$ cat src/rtl/stage_output_pkg.sv
// stage_output_pkg
// Shared opcode constants used by every pipeline stage of the Brainfuck core.
// The output stage only ever compares against OP_OUT. The remaining encodings
// are listed here so that all stages agree on a single opcode table.
package stage_output_pkg;

    localparam int OPCODE_MSB = 3;

    typedef logic [OPCODE_MSB:0] opcode_t;

    localparam opcode_t OP_NOP   = 4'h0;
    localparam opcode_t OP_INC   = 4'h1;   // +
    localparam opcode_t OP_DEC   = 4'h2;   // -
    localparam opcode_t OP_RIGHT = 4'h3;   // >
    localparam opcode_t OP_LEFT  = 4'h4;   // <
    localparam opcode_t OP_OUT   = 4'h5;   // .
    localparam opcode_t OP_IN    = 4'h6;   // ,
    localparam opcode_t OP_JZ    = 4'h7;   // [
    localparam opcode_t OP_JNZ   = 4'h8;   // ]
    localparam opcode_t OP_HALT  = 4'h9;

    // True for the only opcode that produces a byte for the sink.
    function automatic logic is_output_op(input opcode_t op);
        return op == OP_OUT;
    endfunction

endpackage

$ cat src/rtl/stage_output_fifo.sv
// sync_fifo
// Single-clock FIFO built from a register file, with a combinational read of
// the head entry. It is reused for the output stage and is meant for a future
// input stage as well.
//   clk, reset : clock and synchronous active-high reset (pointers and
//                occupancy only; entry contents are not cleared)
//   push, din  : write din at the tail; ignored while full
//   pop        : discard the head entry; ignored while empty
//   dout       : head entry, valid whenever !empty
//   full/empty : occupancy == depth / occupancy == 0
module sync_fifo #(
    parameter int WIDTH      = 8,
    parameter int DEPTH_LOG2 = 2
) (
    input  logic             clk,
    input  logic             reset,
    input  logic             push,
    input  logic [WIDTH-1:0] din,
    input  logic             pop,
    output logic [WIDTH-1:0] dout,
    output logic             full,
    output logic             empty
);

    localparam int DEPTH = 1 << DEPTH_LOG2;
    localparam int OCC_W = DEPTH_LOG2 + 1;

    logic [DEPTH_LOG2-1:0] wr_ptr_q, wr_ptr_d;
    logic [DEPTH_LOG2-1:0] rd_ptr_q, rd_ptr_d;
    logic [OCC_W-1:0]      occupancy_q, occupancy_d;
    logic [WIDTH-1:0]      entry_rd [DEPTH];

    logic push_en;
    logic pop_en;

    assign full    = (occupancy_q == OCC_W'(DEPTH));
    assign empty   = (occupancy_q == '0);
    // Guard internally so the FIFO stays consistent even if a caller ignores
    // full/empty. Pop is gated by the registered empty flag, which is what
    // keeps a byte written this cycle from being read out in the same cycle.
    assign push_en = push && !full;
    assign pop_en  = pop && !empty;

    always_comb begin
        wr_ptr_d    = wr_ptr_q;
        rd_ptr_d    = rd_ptr_q;
        occupancy_d = occupancy_q;
        if (push_en) begin
            wr_ptr_d = wr_ptr_q + DEPTH_LOG2'(1);
        end
        if (pop_en) begin
            rd_ptr_d = rd_ptr_q + DEPTH_LOG2'(1);
        end
        case ({push_en, pop_en})
            2'b10:   occupancy_d = occupancy_q + OCC_W'(1);
            2'b01:   occupancy_d = occupancy_q - OCC_W'(1);
            default: occupancy_d = occupancy_q;
        endcase
    end

    always_ff @(posedge clk) begin
        if (reset) begin
            wr_ptr_q    <= '0;
            rd_ptr_q    <= '0;
            occupancy_q <= '0;
        end else begin
            wr_ptr_q    <= wr_ptr_d;
            rd_ptr_q    <= rd_ptr_d;
            occupancy_q <= occupancy_d;
        end
    end

    // One register per entry. Each entry loads only when it is the write
    // target, so stored bytes stay untouched until they are overwritten.
    generate
        for (genvar gi = 0; gi < DEPTH; gi++) begin : g_entry
            logic [WIDTH-1:0] entry_q, entry_d;

            always_comb begin
                entry_d = entry_q;
                if (push_en && (wr_ptr_q == DEPTH_LOG2'(gi))) begin
                    entry_d = din;
                end
            end

            always_ff @(posedge clk) begin
                entry_q <= entry_d;
            end

            assign entry_rd[gi] = entry_q;
        end
    endgenerate

    assign dout = entry_rd[rd_ptr_q];

endmodule

$ cat src/rtl/stage_output.sv
// stage_output
// Last pipeline stage of the Brainfuck core. It retires every operation
// arriving from write-back and queues the cell byte of each '.' operation
// for an external byte sink. The sink stalls the pipeline only while the
// queue is full.
//   clk, reset            : clock and synchronous active-high reset
//   operation_in, data_in : retiring operation and its current cell byte
//   drdy_in / ack         : upstream valid / this stage accepts (combinational)
//   out_data, out_valid   : FIFO head byte and non-empty flag
//   out_ready             : sink accepts out_data this cycle
//   out_count             : bytes delivered to the sink since reset (wraps)
module stage_output
    import stage_output_pkg::*;
#(
    parameter int D_WIDTH     = 8,
    parameter int DEPTH_LOG2  = 2,
    parameter int COUNT_WIDTH = 16
) (
    input  logic                   clk,
    input  logic                   reset,
    input  logic [OPCODE_MSB:0]    operation_in,
    input  logic [D_WIDTH-1:0]     data_in,
    input  logic                   drdy_in,
    output logic                   ack,
    output logic [D_WIDTH-1:0]     out_data,
    output logic                   out_valid,
    input  logic                   out_ready,
    output logic [COUNT_WIDTH-1:0] out_count
);

    logic is_out;
    logic fifo_push;
    logic fifo_pop;
    logic fifo_full;
    logic fifo_empty;

    logic [COUNT_WIDTH-1:0] out_count_q, out_count_d;

    // ack looks only at the FIFO's registered full flag. A pop in the same
    // cycle does not free a slot for the presented byte, which keeps ack off
    // any path from the sink's out_ready.
    assign is_out    = is_output_op(operation_in);
    assign ack       = !is_out || !fifo_full;
    assign fifo_push = drdy_in && is_out && !fifo_full;
    assign out_valid = !fifo_empty;
    assign fifo_pop  = out_valid && out_ready;

    sync_fifo #(
        .WIDTH      (D_WIDTH),
        .DEPTH_LOG2 (DEPTH_LOG2)
    ) u_fifo (
        .clk   (clk),
        .reset (reset),
        .push  (fifo_push),
        .din   (data_in),
        .pop   (fifo_pop),
        .dout  (out_data),
        .full  (fifo_full),
        .empty (fifo_empty)
    );

    always_comb begin
        out_count_d = out_count_q;
        if (fifo_pop) begin
            out_count_d = out_count_q + COUNT_WIDTH'(1);
        end
    end

    always_ff @(posedge clk) begin
        if (reset) begin
            out_count_q <= '0;
        end else begin
            out_count_q <= out_count_d;
        end
    end

    assign out_count = out_count_q;

endmodule

$ cat config.mk
export PLATFORM = sky130hd
export DESIGN_NAME = stage_output
export DESIGN_NICKNAME = d
export VERILOG_FILES = /design/src/rtl/stage_output_pkg.sv /design/src/rtl/stage_output_fifo.sv /design/src/rtl/stage_output.sv
export SDC_FILE = /design/constraint.sdc
export NUM_CORES = 1
export LEC_CHECK = 0
export CAP_MARGIN = 0
export CORE_MARGIN = 2
export CORE_UTILIZATION = 49
export CTS_CLUSTER_SIZE = 8
export DETAILED_ROUTE_END_ITERATION = 8
export PLACE_DENSITY_LB_ADDON = 0.2
export SLEW_MARGIN = 20
export SYNTH_ARGS = -nofsm -noshare
export SYNTH_HDL_FRONTEND = slang
export SYNTH_SLANG_ARGS = --single-unit
$ cat constraint.sdc
create_clock -name clk -period 6.55 [get_ports clk]
set_clock_uncertainty 0.2 [all_clocks]
set_input_delay 1.6375 -clock clk [delete_from_list [all_inputs] [get_ports clk]]
set_output_delay 1.6375 -clock clk [all_outputs]
set_load 0.03 [all_outputs]
==> key figures, run 1 <==
Cells and area
  • Share of post-route cells with drive strength above 1: 0.08333
  • # diodes: 0
  • Final Non-Filler Cells: 268
  • # fillers: between 300 and 400
  • Area delta synth->final: 22.85%
  • Utilization after layout: 0.6343
  • NumNets Final: 238

Logic synthesis
  • Post-synthesis cell area: between 2000 and 2500 um^2
  • Gate Count Post-Synth: ~170
  • Synth Register Bits: 55
  • Avg Cell Area, Syn: about 13 um^2
  • Synth unique cells: 31
  • Part of the Yosys area used for sequential elements: 0.6194
  • Synth warnings: 0
  • Net count after synthesis: 197

Status
  • Status: completed

Clock network
  • Setup bufs post-CTS: 0
  • Post_cts resized: 0
  • CTS sink cnt: 55
  • Cts hold-fix bufs: 0
  • CTS Buf Count: 5
  • Clk slew on worst S/H paths: 0.10 ns
  • Skew-Pair Late Insertion Delay: 0.31 ns
  • CTS H-tree depth: 2
  • CTS tree: built
  • Root Buffer: clkbuf_8
  • Clk buf depth: 2

Setup path
  • Critical R2R Launch: u_fifo.occupancy_q[2]
  • CP peak stage delay: roughly 0.6 ns
  • Top cell by count, worst path: clkdlybuf4s50_1
  • Crit path max-delay family: buffers and inverters
  • Critical Path End Type: output port
  • CP max stage cell: clkdlybuf4s50_1
  • Startpoint types: input port
  • Critical path startpoint: operation_in[2]
  • CP Cell Sequence: clkdlybuf4s50_1 > nor4bb_1 > nand4_1 > clkdlybuf4s50_1
  • Maximum net fanout on the critical path: 2
  • Req. time, crit path: between 4 and 5 ns
  • Kind of critical path: in -> out
  • Data arrival, critical path: between 3 and 4 ns
  • Worst Path Buf+Inv: 2

Timing
  • RSZ-0062 raised after global routing: false
  • Final Hold Fails: 0
  • Final Setup Violations: 0
  • Fin. max-slew vios: 0
  • Final period utilization: 0.7594
  • Max-slew headroom: 0.4374
  • Final min period: 4.974 ns
  • Slew @ Worst Pin: about 0.84 ns
  • Setup ws final: between 1.5 and 2 ns
  • Post-Route Setup TNS: 0 ns
  • Hold WS: ~0.30 ns
  • FMAX: a little over 200 MHz

Hold path
  • Hold Startpoint: out_count[14]
  • HP Class: reg -> reg

GRT
  • Global-route wire length before repair: 7010 um
  • Initial antenna violation count: 0
  • Vias in the first global route: ~1500
  • Total GRT Usage: 0.1763
  • Grt ovf: 0
  • Pin count of the biggest net entering global routing: 24

Power and ir drop
  • Leak: between 0.9 and 1 nW
  • PwrDens: 208.8 nW/um^2
  • Peak VDD IR: roughly 0.13 mV

Flow run
  • Max_cap viols: 0

Detailed routing
  • DRC errors left: 0
  • Pre-Repair DR Iteration Count: 4
  • Detail Route Antenna Nets: 0
  • Via count: 1468
  • Final Routed Wirelength: around 4200 um
  • Iter 0 DRT Violations: 58
  • Routed wire per std cell: about 16 um
  • Vias per cell: 5.478

Placement
  • Port bufs: around 40
  • Placed cells: 260
  • Placer Congestion: slightly above 0.7
  • HPWL Detailed: between 3000 and 4000 um
  • Setup WS pre-CTS: 1.577 ns

Floorplan
  • Chip width: ~72 um
  • I/O pins: 42
  • Die Y-Extent: roughly 72 um
  • Core ar.: between 4000 and 5000 um^2
  • Initial Util: 0.5163
  • Row cnt: 24
  • Die area: roughly 5200 um^2
## sequential cells by signal (all words and copies together), names as in the netlist
register / count
out_count: 16
u_fifo.occupancy_q: 3
u_fifo.wr_ptr_q: 2
u_fifo.rd_ptr_q: 2
u_fifo.g_entry.entry_q: 32
## per-stage QoR
step	total power, mW	instance area (um^2)
floorplan	0.3964	2295
global placement	0.4137	2734
detailed placement	0.4157	2734
CTS	0.5927	2819
global route	0.6076	2819
finish	0.5885	2819
## placed cells by master, fill, tap and decap left out
master,Yosys,final
nor3b_1,1,1
o31ai_2,1,1
nor4bb_1,1,1
xor2_1,8,8
or2_1,1,1
dfxtp_1,23,23
nor2_1,14,14
mux4_2,8,8
and4_1,1,1
xnor2_1,5,5
nor3_1,1,1
or3b_2,1,1
nand3_1,6,6
o21ai_0,3,3
clkinvlp_4,0,1
clkinv_2,0,1
or3_1,4,4
clkbuf_1,3,1
ha_1,6,6
inv_1,7,7
a21oi_1,11,11
or4_1,5,5
and3_1,3,3
and2_1,5,5
fa_1,1,1
nand2_1,10,10
inv_2,1,1
edfxtp_1,32,32
o31ai_1,5,5
clkbuf_8,0,5
clkdlybuf4s50_1,0,41
nand4_1,3,3
## kinds of logic (layout without fill, tap and decap cells)
family / Yosys count / count (layout) / synth area share
adders and majority gates: 7 / 7 / 0.04144
muxes: 8 / 8 / 0.07852
and+or+nand+nor: 56 / 56 / 0.1298
xor gates and xnor gates: 13 / 13 / 0.04962
DFF: 55 / 55 / 0.6194
buffers and inverters: 15 / 57 / 0.02890
AOI/OAI and AO/OA: 20 / 20 / 0.05234
## worst register-to-register path, cell delays in order (launching register included)
cell and delay (ns):
dfxtp_1 0.44, or3b_2 0.46, and3_1 0.27, inv_1 0.11
ha_1 0.18, inv_1 0.06, fa_1 0.38, xor2_1 0.16
or3_1 0.31, a21oi_1 0.14
## final timing paths
path                           endpoint  slack (ns)  cells after the start
hold reg to reg           out_count[14]        0.30                      2
hold / removal            out_count[14]        0.30                      2
setup / recovery                    ack        1.58                      4
setup reg to reg  u_fifo.occupancy_q[2]        3.77                      9
## synth_stat cells
cell type	instances	area, um^2
a21oi_1	11	55.05
o31ai_1	5	37.54
buf_2	2	10.01
nor2_1	14	52.55
edfxtp_1	32	960.9
fa_1	1	20.02
or2_1	1	6.260
nor3_1	1	5.000
xor2_1	8	70.07
buf_6	1	11.26
o31ai_2	1	12.51
mux4_2	8	180.2
ha_1	6	75.07
nor4bb_1	1	10.01
nand2_1	10	37.54
nor3b_1	1	7.510
or3_1	4	25.02
inv_1	7	26.28
buf_1	1	3.750
o21ai_0	3	15.01
and2_1	5	31.28
and4_1	1	8.760
and3_1	3	18.77
or3b_2	1	8.760
dfxtp_1	23	460.4
nand4_1	3	18.77
clkbuf_1	3	11.26
nand3_1	6	30.03
inv_2	1	3.750
xnor2_1	5	43.79
or4_1	5	37.54
## final cells by class
class                   instances  area, um^2  area share
inverters                       8       30.03     0.01065
flip-flops and latches         55        1421      0.5042
well taps                      52       65.06     0.02308
multi-input cells             104       807.0      0.2863
clock inverters                 2       12.51    0.004439
repair buffers                 41       410.4      0.1456
clock buffers                   6       72.57     0.02574
## layer usage
metal | up-vias | share of wire | GRT usage
met5 | - | 0 | 0
met2 | 28 | 0.53 | 0.3099
met3 | 7 | 0.036 | 0.04583
met4 | 0 | 0.017 | 0.06173
li1 | 716 | - | -
met1 | 717 | 0.42 | 0.2096
## where the power goes
part | internal, mW | leakage [nW] | switching (mW)
Clock | 0.0749 | 0.0412 | 0.106
Combinational | 0.0194 | 0.386 | 0.0176
Sequential | 0.367 | 0.473 | 0.00350
Total | 0.461 | 0.901 | 0.127
(Power assumes the default switching activity.)
==> inputs of run 2 (changes only) <==
==> constraint.sdc (replaced) <==
create_clock -name clk -period 5.1 [get_ports clk]
set_clock_uncertainty 0.2 [all_clocks]
set_input_delay 1.275 -clock clk [delete_from_list [all_inputs] [get_ports clk]]
set_output_delay 1.275 -clock clk [all_outputs]
set_load 0.03 [all_outputs]
==> key figures, run 2 (same netlist as run 1, synthesis figures left out) <==
Timing
  • Final period utilization: 0.8383
  • Slew @ Worst Pin: 0.8276 ns (was 0.8413 ns)
  • Fin. max-slew vios: 0 (unchanged)
  • Max-slew headroom: 0.4466 (was 0.4374)
  • Post-Route Setup TNS: 0 ns (unchanged)
  • Final Setup Violations: 0 (unchanged)
  • RSZ-0062 raised after global routing: false (unchanged)
  • Final Hold Fails: 0 (unchanged)
  • Final min period: around 4.3 ns
  • FMAX: roughly 230 MHz

Setup path
  • CP Cell Sequence: clkdlybuf4s50_1 > nor4bb_1 > nand4_1 > clkdlybuf4s50_1 (unchanged)
  • Startpoint types: input port (unchanged)
  • Worst R2R End: u_fifo.occupancy_q[2] (unchanged)
  • CP max stage cell: clkdlybuf4s50_1 (unchanged)
  • Critical Path End Type: output port (unchanged)
  • Critical R2R Launch: u_fifo.occupancy_q[2] (unchanged)
  • Kind of critical path: in -> out (unchanged)
  • Top cell by count, worst path: clkdlybuf4s50_1 (unchanged)
  • Req. time, crit path: 3.62 ns (was 4.71 ns)
  • Data arrival, critical path: 2.80 ns (was 3.14 ns)
  • Worst reg2reg setup slack: 2.33 ns (was 3.77 ns)
  • CP peak stage delay: 0.61 ns (was 0.60 ns)
  • R2R depth: 9 (unchanged)
  • Maximum net fanout on the critical path: 2 (unchanged)

Placement
  • Placed Area: 2734 um^2 (unchanged)
  • Port bufs: 41 (unchanged)
  • Placer Congestion: 0.7158 (was 0.7149)
  • HPWL Detailed: 3026 um (was 3044 um)
  • Placed cells: 260 (unchanged)

Detailed routing
  • Via count: 1491 (was 1468)
  • DRC errors left: 0 (unchanged)
  • Detail Route Antenna Nets: 0 (unchanged)
  • Vias per cell: 5.563 (was 5.478)
  • Iter 0 DRT Violations: 79 (was 58)
  • Pre-Repair DR Iteration Count: 4 (unchanged)
  • Routed wire per std cell: 15.66 um (was 15.78 um)
  • Final Routed Wirelength: 4196 um (was 4230 um)

Cells and area
  • Most common cell after layout, fill and taps aside: clkdlybuf4s50_1 (unchanged)
  • Most frequent cells in the layout: clkdlybuf4s50_1 (41), edfxtp_1 (32), dfxtp_1 (23) (unchanged)
  • Area delta synth->final: 22.63% (was 22.85%)
  • Final Cell Area: 2814 um^2 (was 2819 um^2)
  • Largest register FFs: 32 (unchanged)
  • Share of post-route cells with drive strength above 1: 0.07407 (was 0.08333)
  • Final Non-Filler Cells: 268 (unchanged)
  • NumNets Final: 238 (unchanged)
  • # diodes: 0 (unchanged)
  • # fillers: 351 (was 348)
  • Top reg by flops: u_fifo.g_entry.entry_q (unchanged)

Floorplan
  • Die area: 5246 um^2 (unchanged)
  • Die Y-Extent: 72.43 um (unchanged)
  • Chip width: 72.43 um (unchanged)
  • Initial Util: 0.5163 (unchanged)
  • I/O pins: 42 (unchanged)
  • Row cnt: 24 (unchanged)
  • Core ar.: 4444 um^2 (unchanged)

Hold path
  • HP Class: reg -> reg (unchanged)
  • Hold Startpoint: out_count[15] (was out_count[14])
  • Hold path endpoint: out_count[15] (was out_count[14])
  • Hold Crit Depth: 2 (unchanged)

GRT
  • Grt ovf: 0 (unchanged)
  • Total GRT Usage: 0.1772 (was 0.1763)
  • Global-route wire length before repair: 6975 um (was 7010 um)
  • Initial antenna violation count: 0 (unchanged)
  • Pin count of the biggest net entering global routing: 24 (unchanged)
  • Vias in the first global route: 1506 (was 1530)

Clock network
  • Clk slew on worst S/H paths: 0.09 ns (was 0.10 ns)
  • CTS sink cnt: 55 (unchanged)
  • Clk buf depth: 2 (unchanged)
  • CTS tree: built (unchanged)
  • Setup bufs post-CTS: 0 (unchanged)
  • Cts hold-fix bufs: 0 (unchanged)
  • Root Buffer: clkbuf_8 (unchanged)
  • Post_cts resized: 0 (unchanged)
  • CTS Buf Count: 5 (unchanged)
  • Skew-Pair Late Insertion Delay: 0.31 ns (about the same)
  • CTS H-tree depth: 2 (unchanged)

Power and ir drop
  • Peak VDD IR: 0.1704 mV (was 0.1315 mV)
  • PwrDens: 265.4 nW/um^2 (was 208.8 nW/um^2)
  • Leak: 0.8996 nW (was 0.9006 nW)

Flow run
  • Max_cap viols: 0 (unchanged)

Status
  • Status: completed (unchanged)
[run 2: cell types whose count changed in the layout (fill, tap and decap cells not counted), sizes merged]
cell and change:
clkinvlp -1, clkinv +1
[run 2: area by class of cell]
class                      instances  area (um^2)  area share
clock buffer                       6        72.57     0.02579
clock inverter                     2        7.507    0.002668
inverter                           8        30.03     0.01067
multi-input combinational        104        807.0      0.2868
sequential                        55         1421      0.5051
tap                               52        65.06     0.02312
timing repair buffer              41        410.4      0.1458
[run 2: how the worst max path moves through the flow]
stage / start / end / depth (start not counted)
final: operation_in[2] / ack / 4
after CTS: operation_in[2] / ack / 4
after floorplan: operation_in[1] / ack / 2
after global routing: operation_in[2] / ack / 4
after detailed placement: operation_in[2] / ack / 4
after global placement: operation_in[2] / ack / 4
[run 2: critical path: cells and delay by family]
| family | cells | cell delay, ns |
|---|---|---|
| buf+inv | 2 | 1.06 |
| simple gates | 2 | 0.47 |
[run 2: stage by stage]
step	util	hold WS (ns)	setup slack [ns]	power (mW)
2_1_floorplan	-	0.2692	1.704	0.5090
3_3_place_gp	0.6151	0.2627	0.8684	0.5314
3_5_place_dp	0.6151	0.2939	0.8126	0.5335
4_1_cts	0.6332	0.3054	0.8022	0.7535
5_1_grt	0.6332	0.3284	0.7227	0.7748
6_report	0.6332	0.3095	0.8246	0.7468
[run 2: where the power goes]
part	switching (mW)	internal, mW	total (mW)
sequential	0.00450	0.471	0.475
clock	0.130	0.0939	0.224
combinational	0.0226	0.0250	0.0476
total	0.157	0.590	0.747
[run 2: routing by layer]
| metal | up-vias | wire (um) | track usage |
|---|---|---|---|
| met4 | 0 | 44 | 0.06790 |
| li1 | 715 | - | - |
| met2 | 30 | 2266 | 0.3007 |
| met5 | - | 0 | 0 |
| met1 | 742 | 1742 | 0.2177 |
| met3 | 4 | 142 | 0.04583 |
